`src/rtl/sort4_pkg.sv`:
```
// Shared types and the compare-exchange schedule for the sequential 4-element sorter.
package sort4_pkg;

  typedef enum logic [1:0] {
    S_IDLE = 2'd0,
    S_CMP  = 2'd1,
    S_DONE = 2'd2
  } state_t;

  typedef logic [2:0] step_t;
  typedef logic [1:0] idx_t;

  localparam int    N_STEPS   = 5;
  localparam step_t LAST_STEP = step_t'(N_STEPS - 1);

  // Five-comparator network for four keys: (0,1) (2,3) (1,3) (0,2) (1,2).
  function automatic idx_t pair_a(input step_t step);
    case (step)
      3'd0:    pair_a = 2'd0;
      3'd1:    pair_a = 2'd2;
      3'd2:    pair_a = 2'd1;
      3'd3:    pair_a = 2'd0;
      3'd4:    pair_a = 2'd1;
      default: pair_a = 2'd0;
    endcase
  endfunction

  function automatic idx_t pair_b(input step_t step);
    case (step)
      3'd0:    pair_b = 2'd1;
      3'd1:    pair_b = 2'd3;
      3'd2:    pair_b = 2'd3;
      3'd3:    pair_b = 2'd2;
      3'd4:    pair_b = 2'd2;
      default: pair_b = 2'd1;
    endcase
  endfunction

endpackage

```
`src/rtl/sort4_cmp_swap.sv`:
```
// Combinational compare-exchange: lo goes to the lower-indexed slot, hi to the higher.
// Define SORT4_DESC_EN to exchange when a<b (descending order) instead of a>b.
module sort4_cmp_swap #(
  parameter int W = 4
) (
  input  logic [W-1:0] a,
  input  logic [W-1:0] b,
  output logic [W-1:0] lo,
  output logic [W-1:0] hi,
  output logic         swapped
);

`ifdef SORT4_DESC_EN
  assign swapped = (a < b);
`else
  assign swapped = (a > b);
`endif

  assign lo = swapped ? b : a;
  assign hi = swapped ? a : b;

endmodule

```
`src/rtl/sort4_seq_ctrl.sv`:
```
// Sequential 4-element sorter: one shared compare-exchange unit walks a 5-step network.
// Optional SORT4_DESC_EN (in sort4_cmp_swap) flips the order; timing is unchanged.
module sort4_seq_ctrl
  import sort4_pkg::*;
#(
  parameter int W = 4
) (
  input  logic           clk,
  input  logic           rst,
  input  logic           in_valid,
  output logic           in_ready,
  input  logic [4*W-1:0] in_data,
  output logic           out_valid,
  input  logic           out_ready,
  output logic [4*W-1:0] out_data,
  output logic [2:0]     out_swaps,
  output logic [7:0]     sort_cnt
);

  state_t         state_q, state_d;
  step_t          step_q, step_d;
  logic [W-1:0]   elem_q [4];
  logic [W-1:0]   elem_d [4];
  logic [2:0]     swaps_q, swaps_d;
  logic [7:0]     cnt_q, cnt_d;

  logic           in_fire, out_fire;
  idx_t           idx_a, idx_b;
  logic [W-1:0]   cmp_a, cmp_b, cmp_lo, cmp_hi;
  logic           cmp_swapped;

  assign in_fire  = in_valid && in_ready;
  assign out_fire = out_valid && out_ready;

  assign idx_a = pair_a(step_q);
  assign idx_b = pair_b(step_q);
  assign cmp_a = elem_q[idx_a];
  assign cmp_b = elem_q[idx_b];

  sort4_cmp_swap #(.W(W)) u_cmp_swap (
    .a       (cmp_a),
    .b       (cmp_b),
    .lo      (cmp_lo),
    .hi      (cmp_hi),
    .swapped (cmp_swapped)
  );

  always_ff @(posedge clk or posedge rst) begin
    if (rst) begin
      state_q <= S_IDLE;
    end else begin
      state_q <= state_d;
    end
  end

  always_comb begin
    state_d = state_q;
    case (state_q)
      S_IDLE:  if (in_fire) state_d = S_CMP;
      S_CMP:   if (step_q == LAST_STEP) state_d = S_DONE;
      S_DONE:  if (out_fire) state_d = S_IDLE;
      default: state_d = S_IDLE;
    endcase
  end

  always_comb begin
    in_ready  = (state_q == S_IDLE);
    out_valid = (state_q == S_DONE);
  end

  // Datapath next-state: load in IDLE, one exchange per CMP cycle, count in DONE.
  always_comb begin
    step_d  = step_q;
    swaps_d = swaps_q;
    cnt_d   = cnt_q;
    for (int i = 0; i < 4; i++) begin
      elem_d[i] = elem_q[i];
    end
    case (state_q)
      S_IDLE: begin
        if (in_fire) begin
          for (int i = 0; i < 4; i++) begin
            elem_d[i] = in_data[(4-i)*W-1 -: W];
          end
          swaps_d = 3'd0;
          step_d  = '0;
        end
      end
      S_CMP: begin
        elem_d[idx_a] = cmp_lo;
        elem_d[idx_b] = cmp_hi;
        if (cmp_swapped) swaps_d = swaps_q + 3'd1;
        step_d = (step_q == LAST_STEP) ? step_t'(0) : step_q + step_t'(1);
      end
      S_DONE: begin
        if (out_fire) cnt_d = cnt_q + 8'd1;
      end
      default: begin
        step_d = '0;
      end
    endcase
  end

  always_ff @(posedge clk or posedge rst) begin
    if (rst) begin
      step_q  <= '0;
      swaps_q <= 3'd0;
      cnt_q   <= 8'd0;
      for (int i = 0; i < 4; i++) begin
        elem_q[i] <= '0;
      end
    end else begin
      step_q  <= step_d;
      swaps_q <= swaps_d;
      cnt_q   <= cnt_d;
      for (int i = 0; i < 4; i++) begin
        elem_q[i] <= elem_d[i];
      end
    end
  end

  generate
    for (genvar gi = 0; gi < 4; gi++) begin : g_out
      assign out_data[gi*W +: W] = elem_q[gi];
    end
  endgenerate

  assign out_swaps = swaps_q;
  assign sort_cnt  = cnt_q;

endmodule

```
`config.mk`:
```
export PLATFORM = sky130hd
export DESIGN_NAME = sort4_seq_ctrl
export DESIGN_NICKNAME = d
export VERILOG_FILES = /design/src/rtl/sort4_pkg.sv /design/src/rtl/sort4_cmp_swap.sv /design/src/rtl/sort4_seq_ctrl.sv
export SDC_FILE = /design/constraint.sdc
export NUM_CORES = 1
export LEC_CHECK = 0
export ABC_CLOCK_PERIOD_IN_PS = 3900
export BUFFER_PORTS_ARGS = -buffer_cell sky130_fd_sc_hd__clkbuf_2
export CORE_UTILIZATION = 54
export DETAILED_ROUTE_END_ITERATION = 16
export PLACE_DENSITY = 0.87
export SLEW_MARGIN = 20
export SYNTH_ARGS = -nofsm -noshare
export SYNTH_HDL_FRONTEND = slang
export SYNTH_SLANG_ARGS = --single-unit
```
`constraint.sdc`:
```
create_clock -name clk -period 3.9 [get_ports clk]
set_clock_uncertainty 0.2 [all_clocks]
set_input_delay 0.39 -clock clk [delete_from_list [all_inputs] [get_ports clk]]
set_output_delay 0.39 -clock clk [all_outputs]
set_load 0.005 [all_outputs]
```
# Word level (Yosys, flattened, before mapping)
# Cells that the tools add are included.
[op_classes]
addsub = 3
muxes = 27
mul = 0
bitwise = 3
n_reduce_logical = 14
shifts = 0
n_div = 0
eq_ne = 10
order_cmp = 5
[ops]
columns = ["op", "count"]
rows = [
  ["bitwise mux 16 bit", 2],
  ["two-way mux 4 bit", 8],
  ["one-hot mux 16 bit (2 select lines)", 1],
  ["binary-select mux 4 bit (select 2 bit)", 2],
  ["demux 4 bit (select 2 bit)", 2],
  ["two-way mux 16 bit", 1],
  ["two-way mux 3 bit", 3],
  ["one-hot mux 3 bit (3 select lines)", 1],
  ["adder 8 x 1 -> 8 bit (second input constant)", 1],
  ["one-hot mux 2 bit (2 select lines)", 2],
  ["adder 3 x 1 -> 3 bit (second input constant)", 2],
  ["== test 3 x 2 -> 1 bit (second input constant)", 2],
  [">= comparator 3 bit (second input constant)", 2],
  ["< comparator 3 x 1 -> 1 bit (second input constant)", 2],
  ["two-way mux 2 bit", 3],
  ["!= test 2 x 1 -> 1 bit (second input constant)", 3],
  ["NOT 2 -> 3 bit", 2],
  ["one-hot mux 2 bit (3 select lines)", 1],
  ["one-hot mux 3 bit (2 select lines)", 1],
  ["AND reduction 2 bit", 3],
  ["AND reduction 3 bit", 2],
  ["OR reduction 2 bit", 3],
  ["> comparator 4 bit", 1],
  ["logical AND 1 bit", 4],
  ["8 further kinds", 8],
]
[word_totals]
regBits = 32
n_memories = 0
out_inout_bits = 29
elab_cells = 70
mem_bits_ro = 0
input_bits = 20
ram_bits = 0
latchBits = 0

# Logic depth before layout (Yosys ltp)
[depth]
ltp_word = 12
ltp_mapped = 14
ltp_nobuf = 12

# By module
# A second synthesis with hierarchy kept.
[hier_totals]
cells_unflattened = 231
area_unflattened_um2 = 2268.4
[by_module_without_submodules]
columns = ["module", "area_per_inst_um2", "cells_per_inst", "instances", "seq_area_each_um2"]
rows = [
  ["sort4_seq_ctrl", 2063.2, 210, 1, 800.8],
  ["sort4_cmp_swap", 205.2, 21, 1, 0.0],
]

# Least setup slack after synthesis
# No wires, ideal clock.
[synth_path]
path_kind = "reg2reg"
startpoint = "register step_q[0]"
endpoint = "register elem_q, in the netlist out_data[12]"
t_required_ns = 3.574
path_stages_with_launch = 15
setup_time_ns = 0.126
n_path_buf = 2
arrival_time_ns = 2.987
slack_ns = 0.587
period_less_slack_ns = 3.313
path_cell_list = "dfrtp_1 inv_1 ha_1 buf_6 o21bai_1 nor2_1 a21oi_1 inv_1 ha_1 a211oi_1 o21a_1 nor2_1 buf_1 and3_4 a221o_1"
[synth_between]
elab_chain_cells = 12
word_cells_on_any_way = 33
classes_between = "order compare (5); eq/ne (4); mux (17); bitwise (2); reduce/logical (5)"
[synth_lines]
columns = ["element", "line", "source"]
rows = [
  ["start, declared", "sort4_seq_ctrl.sv:21", "step_t step_q, step_d;"],
  ["start signal, assigned", "sort4_seq_ctrl.sv:113", "step_q <= step_d;"],
  ["== test 3 bit, or another cell as far along", "sort4_pkg.sv:18, sort4_pkg.sv:29", ""],
  ["OR reduction 2 bit (no line)", "--", ""],
  ["one-hot mux 2 bit (2 select lines) (on tied branches)", "sort4_pkg.sv:18, sort4_pkg.sv:29", ""],
  ["NOT 2 -> 3 bit (on tied branches)", "--", ""],
  ["binary-select mux 4 bit (select 2 bit) (on tied branches)", "sort4_seq_ctrl.sv:37, sort4_seq_ctrl.sv:38", ""],
  ["two-way mux 4 bit (on tied branches) (2 in a row)", "sort4_seq_ctrl.sv:37, sort4_seq_ctrl.sv:38", ""],
  ["> comparator 4 bit", "sort4_cmp_swap.sv:16", "assign swapped = (a > b);"],
  ["two-way mux 4 bit", "sort4_cmp_swap.sv:19", "assign lo = swapped ? b : a;"],
  ["bitwise mux 16 bit", "sort4_seq_ctrl.sv:90", "elem_d[idx_a] = cmp_lo;"],
  ["bitwise mux 16 bit (*)", "sort4_seq_ctrl.sv:91", "elem_d[idx_b] = cmp_hi;"],
  ["one-hot mux 16 bit (2 select lines) (*)", "sort4_seq_ctrl.sv:79", "case (state_q)"],
  ["end signal, assigned by index", "sort4_seq_ctrl.sv:117", "elem_q[i] <= elem_d[i];"],
  ["end, declared", "sort4_seq_ctrl.sv:22", "logic [W-1:0] elem_q [4];"],
]
# Mark *: on every way between the ends. The rest lies on a longest branch, timed or not. The select of a mux whose other input is x is not followed.
# A chain may end at the register's enable or synchronous reset.

# Worst setup path after layout
[layout_path]
startpoint = "register step_q[0]"
endpoint = "register elem_q, in the netlist out_data[9]"
# Same word-level chain as after synthesis.

==> impl_metrics.csv <==
group,metric,value,unit
logic_synthesis,postSynthNetCount,265,
sta,worst_pin_slew,0.831,ns
logic_synthesis,synth_cell_types,50,
clock_tree,cts_tree,"built",
worst_setup_path,crit_fanout,9,
placed_design,hpwl,4.75,mm
route,drt_iter0_markers,229,
logic_synthesis,seq_area_frac_synth,36.8,%
route,route.met2.wl,2.67,mm
sta,fmax,276,MHz
logic_synthesis,synth-edff-count,0,
grt,grt_pass1_wl,9.94,mm
floorplan,core,3770,um^2
sta,timing.setup.tns,0,ns
status,outcome,"finished with violations",
grt,grt_pass1_vias,1980,
worst_setup_path,crit_family,"simple AND/OR/NAND/NOR gates",
status,violations,"hold timing",
sta,maxSlewViolCount,0,
logic_synthesis,yosys.area_share.simple,15.3,%
route,post_drt_wl_per_cell,18.3,um
cells_and_area,num_antenna_cells,0,
logic_synthesis,synth_seq_cells,32,
clock_tree,clk_path_buf_depth,2,
floorplan,rows,22,
placed_design,dp_cells,332,
route,dr.pass1.iters,7,
logic_synthesis,synth_mux_area_share,8.04,%
logic_synthesis,synth-main-ff-cell,"dfrtp_1",
worst_setup_path,worst_ep_required_time,3.91,ns
floorplan,die_w,65.5,um
worst_setup_path,critPathSlowestCell,"dfrtp_1",
placed_design,io_buffers,48,
logic_synthesis,async_reset_ff_share,100,%
route,top_layer,"met4",
logic_synthesis,synth_compound_area_share,27.2,%
floorplan,initial_utilization,57.8,%
worst_setup_path,end_kind,"flop",
route,wl_met3,570,um
logic_synthesis,netlist_area,2180,um^2
sta,hold_viol,12,
worst_setup_path,critPathBufInv,2,
route,routed_wl,6.19,mm
clock_tree,postCtsSetupBuffers,0,
route,drc,0,
cells_and_area,area_delta_synth_final,19.2,%
cells_and_area,final_common_cell,"clkbuf_2",
sta,period_minus_slack,3.62,ns
logic_synthesis,synth_top_family_by_area,"compound AO/OA/AOI/OAI gates",
sta,setup_viol,0,
route,drt-met1-wl,2.72,mm
sta,hold_slack,-0.0107,ns
placed_design,gp_congestion,1.04,
cells_and_area,drive_gt1_share,27.1,%
worst_setup_path,worstPathCellList,"inv_1, ha_1, or3b_1, nand2_1, a221o_1, ha_1, nand4_1, o21ai_0, buf_4, nor3_1, o21ai_0, a31oi_1",
sta,period_share,92.9,%
clock_tree,clkTransAtPathRegs,0.07,ns
worst_setup_path,critPathLaunchType,"flop",
worst_setup_path,worst-r2r-setup-slack,0.28,ns
grt,grt_max_degree,24,
hold_path,min_path_type,"in -> async",
logic_synthesis,synthXorXnorAreaFrac,2.81,%
worst_setup_path,cp.arrival,3.63,ns
route,viasPerCell,6.34,
run,maxCapViolCount,0,
floorplan,die_h,65.5,um
logic_synthesis,yosysWarnings,0,
grt,track_usage,31.2,%
grt,antenna_found_initial,0,
worst_setup_path,path_class,"reg -> reg",
clock_tree,clock-sinks,32,
floorplan,io_pins,49,
logic_synthesis,synth_fa_ha_area_share,5.74,%
cells_and_area,layout_common_cells,"clkbuf_2, dfrtp_1, o21ai_0",
cells_and_area,fin_cells,339,
route,vias,2148,
clock_tree,worstSkewPairLatency,0.29,ns
logic_synthesis,syn_area_per_cell,9.27,um^2
sta,max_slew_margin,44.4,%
logic_synthesis,synthCells,235,
clock_tree,numCtsBuffers,5,
cells_and_area,final_nets,321,
clock_tree,htree_num_levels,2,
grt,grt_overflow_total,0,
route,final_antenna_net_count,0,
worst_setup_path,critPathMaxStageDelay,0.42,ns
floorplan,dieArea,4290,um^2
clock_tree,root_buffer,"clkbuf_8",
## per-stage QoR
stage / util, % / hold WS (ns) / worst slack [ns] / instance area [um^2]
floorplan: - / 0.268 / 0.587 / 2180
global placement: 66.5 / 0.261 / 0.142 / 2510
detailed placement: 66.5 / 0.264 / -0.00737 / 2510
CTS: 68.6 / 0.0170 / 0.220 / 2590
global route: 68.9 / 0.0677 / -0.00433 / 2600
finish: 68.9 / -0.0107 / 0.275 / 2600
## state kept, by name (all words and copies together), names as in the netlist
signal / cells
step_q: 3
out_data: 16
state_q: 2
out_swaps: 3
sort_cnt: 8
## cell usage after synthesis, types with 2 or more instances
| cell | count | area share [%] |
|---|---|---|
| o21a_1 | 3 | 1.0 |
| and2_1 | 2 | 0.57 |
| nand2b_1 | 3 | 0.86 |
| nand3_1 | 6 | 1.4 |
| ha_1 | 10 | 5.7 |
| a2bb2oi_1 | 3 | 1.2 |
| a21oi_1 | 14 | 3.2 |
| o22a_1 | 4 | 1.6 |
| or3_1 | 2 | 0.57 |
| o21ai_0 | 25 | 5.7 |
| mux2_2 | 2 | 1.0 |
| o211ai_1 | 2 | 0.69 |
| nor2_1 | 15 | 2.6 |
| buf_2 | 3 | 0.69 |
| nor3_1 | 3 | 0.69 |
| a221oi_2 | 2 | 1.4 |
| a31oi_1 | 5 | 1.4 |
| a22oi_1 | 7 | 2.4 |
| a221o_1 | 5 | 2.3 |
| inv_1 | 12 | 2.1 |
| nand2_1 | 13 | 2.2 |
| or2_2 | 3 | 0.86 |
| clkbuf_1 | 4 | 0.69 |
| nor2b_1 | 4 | 1.1 |
| and3_1 | 4 | 1.1 |
| dfrtp_1 | 32 | 37 |
| xnor2_1 | 4 | 1.6 |
| mux2i_1 | 13 | 6.0 |
| xor2_1 | 3 | 1.2 |
| o221ai_1 | 3 | 1.2 |
| o22ai_1 | 5 | 1.4 |
## path summary, 6_finish.rpt
kind                              from           end  depth (start not counted)
max in group asynchronous          rst  out_swaps[2]                          3
min in group clk            in_data[2]  out_data[14]                          2
min                                rst   out_data[4]                          2
max                          step_q[0]   out_data[9]                         12
min reg2reg                sort_cnt[7]   sort_cnt[7]                          1
max reg2reg                  step_q[0]   out_data[9]                         12
## layout make-up
class,instances,area [um^2]
clock buffer,6,72.6
clock inverter,1,5.00
fill,307,1170
inverter,12,45.0
multi-input combinational,182,1300
sequential,32,801
tap,48,60.1
timing repair buffer,58,315
## per-layer routing
layer,global-route usage (%),up-vias
li1,-,994
met1,45.3,1009
met2,45.5,116
met3,5.21,29
met4,13.3,0
met5,0,-
## logic make-up after synthesis
family | after synthesis
mux | 16
simple gates | 63
compound gates | 86
xor+xnor | 7
flops | 32
buf+inv | 21
fa+ha+maj | 10
## timing repair
action	in CTS	in global routing
hold buffers	0	0
resized for setup	1	2
hold endpoints to repair	0	0
setup endpoints to repair	1	5
Power is not shown: default switching activity piles up to over one toggle a cycle in this logic, so the estimate is an artifact.
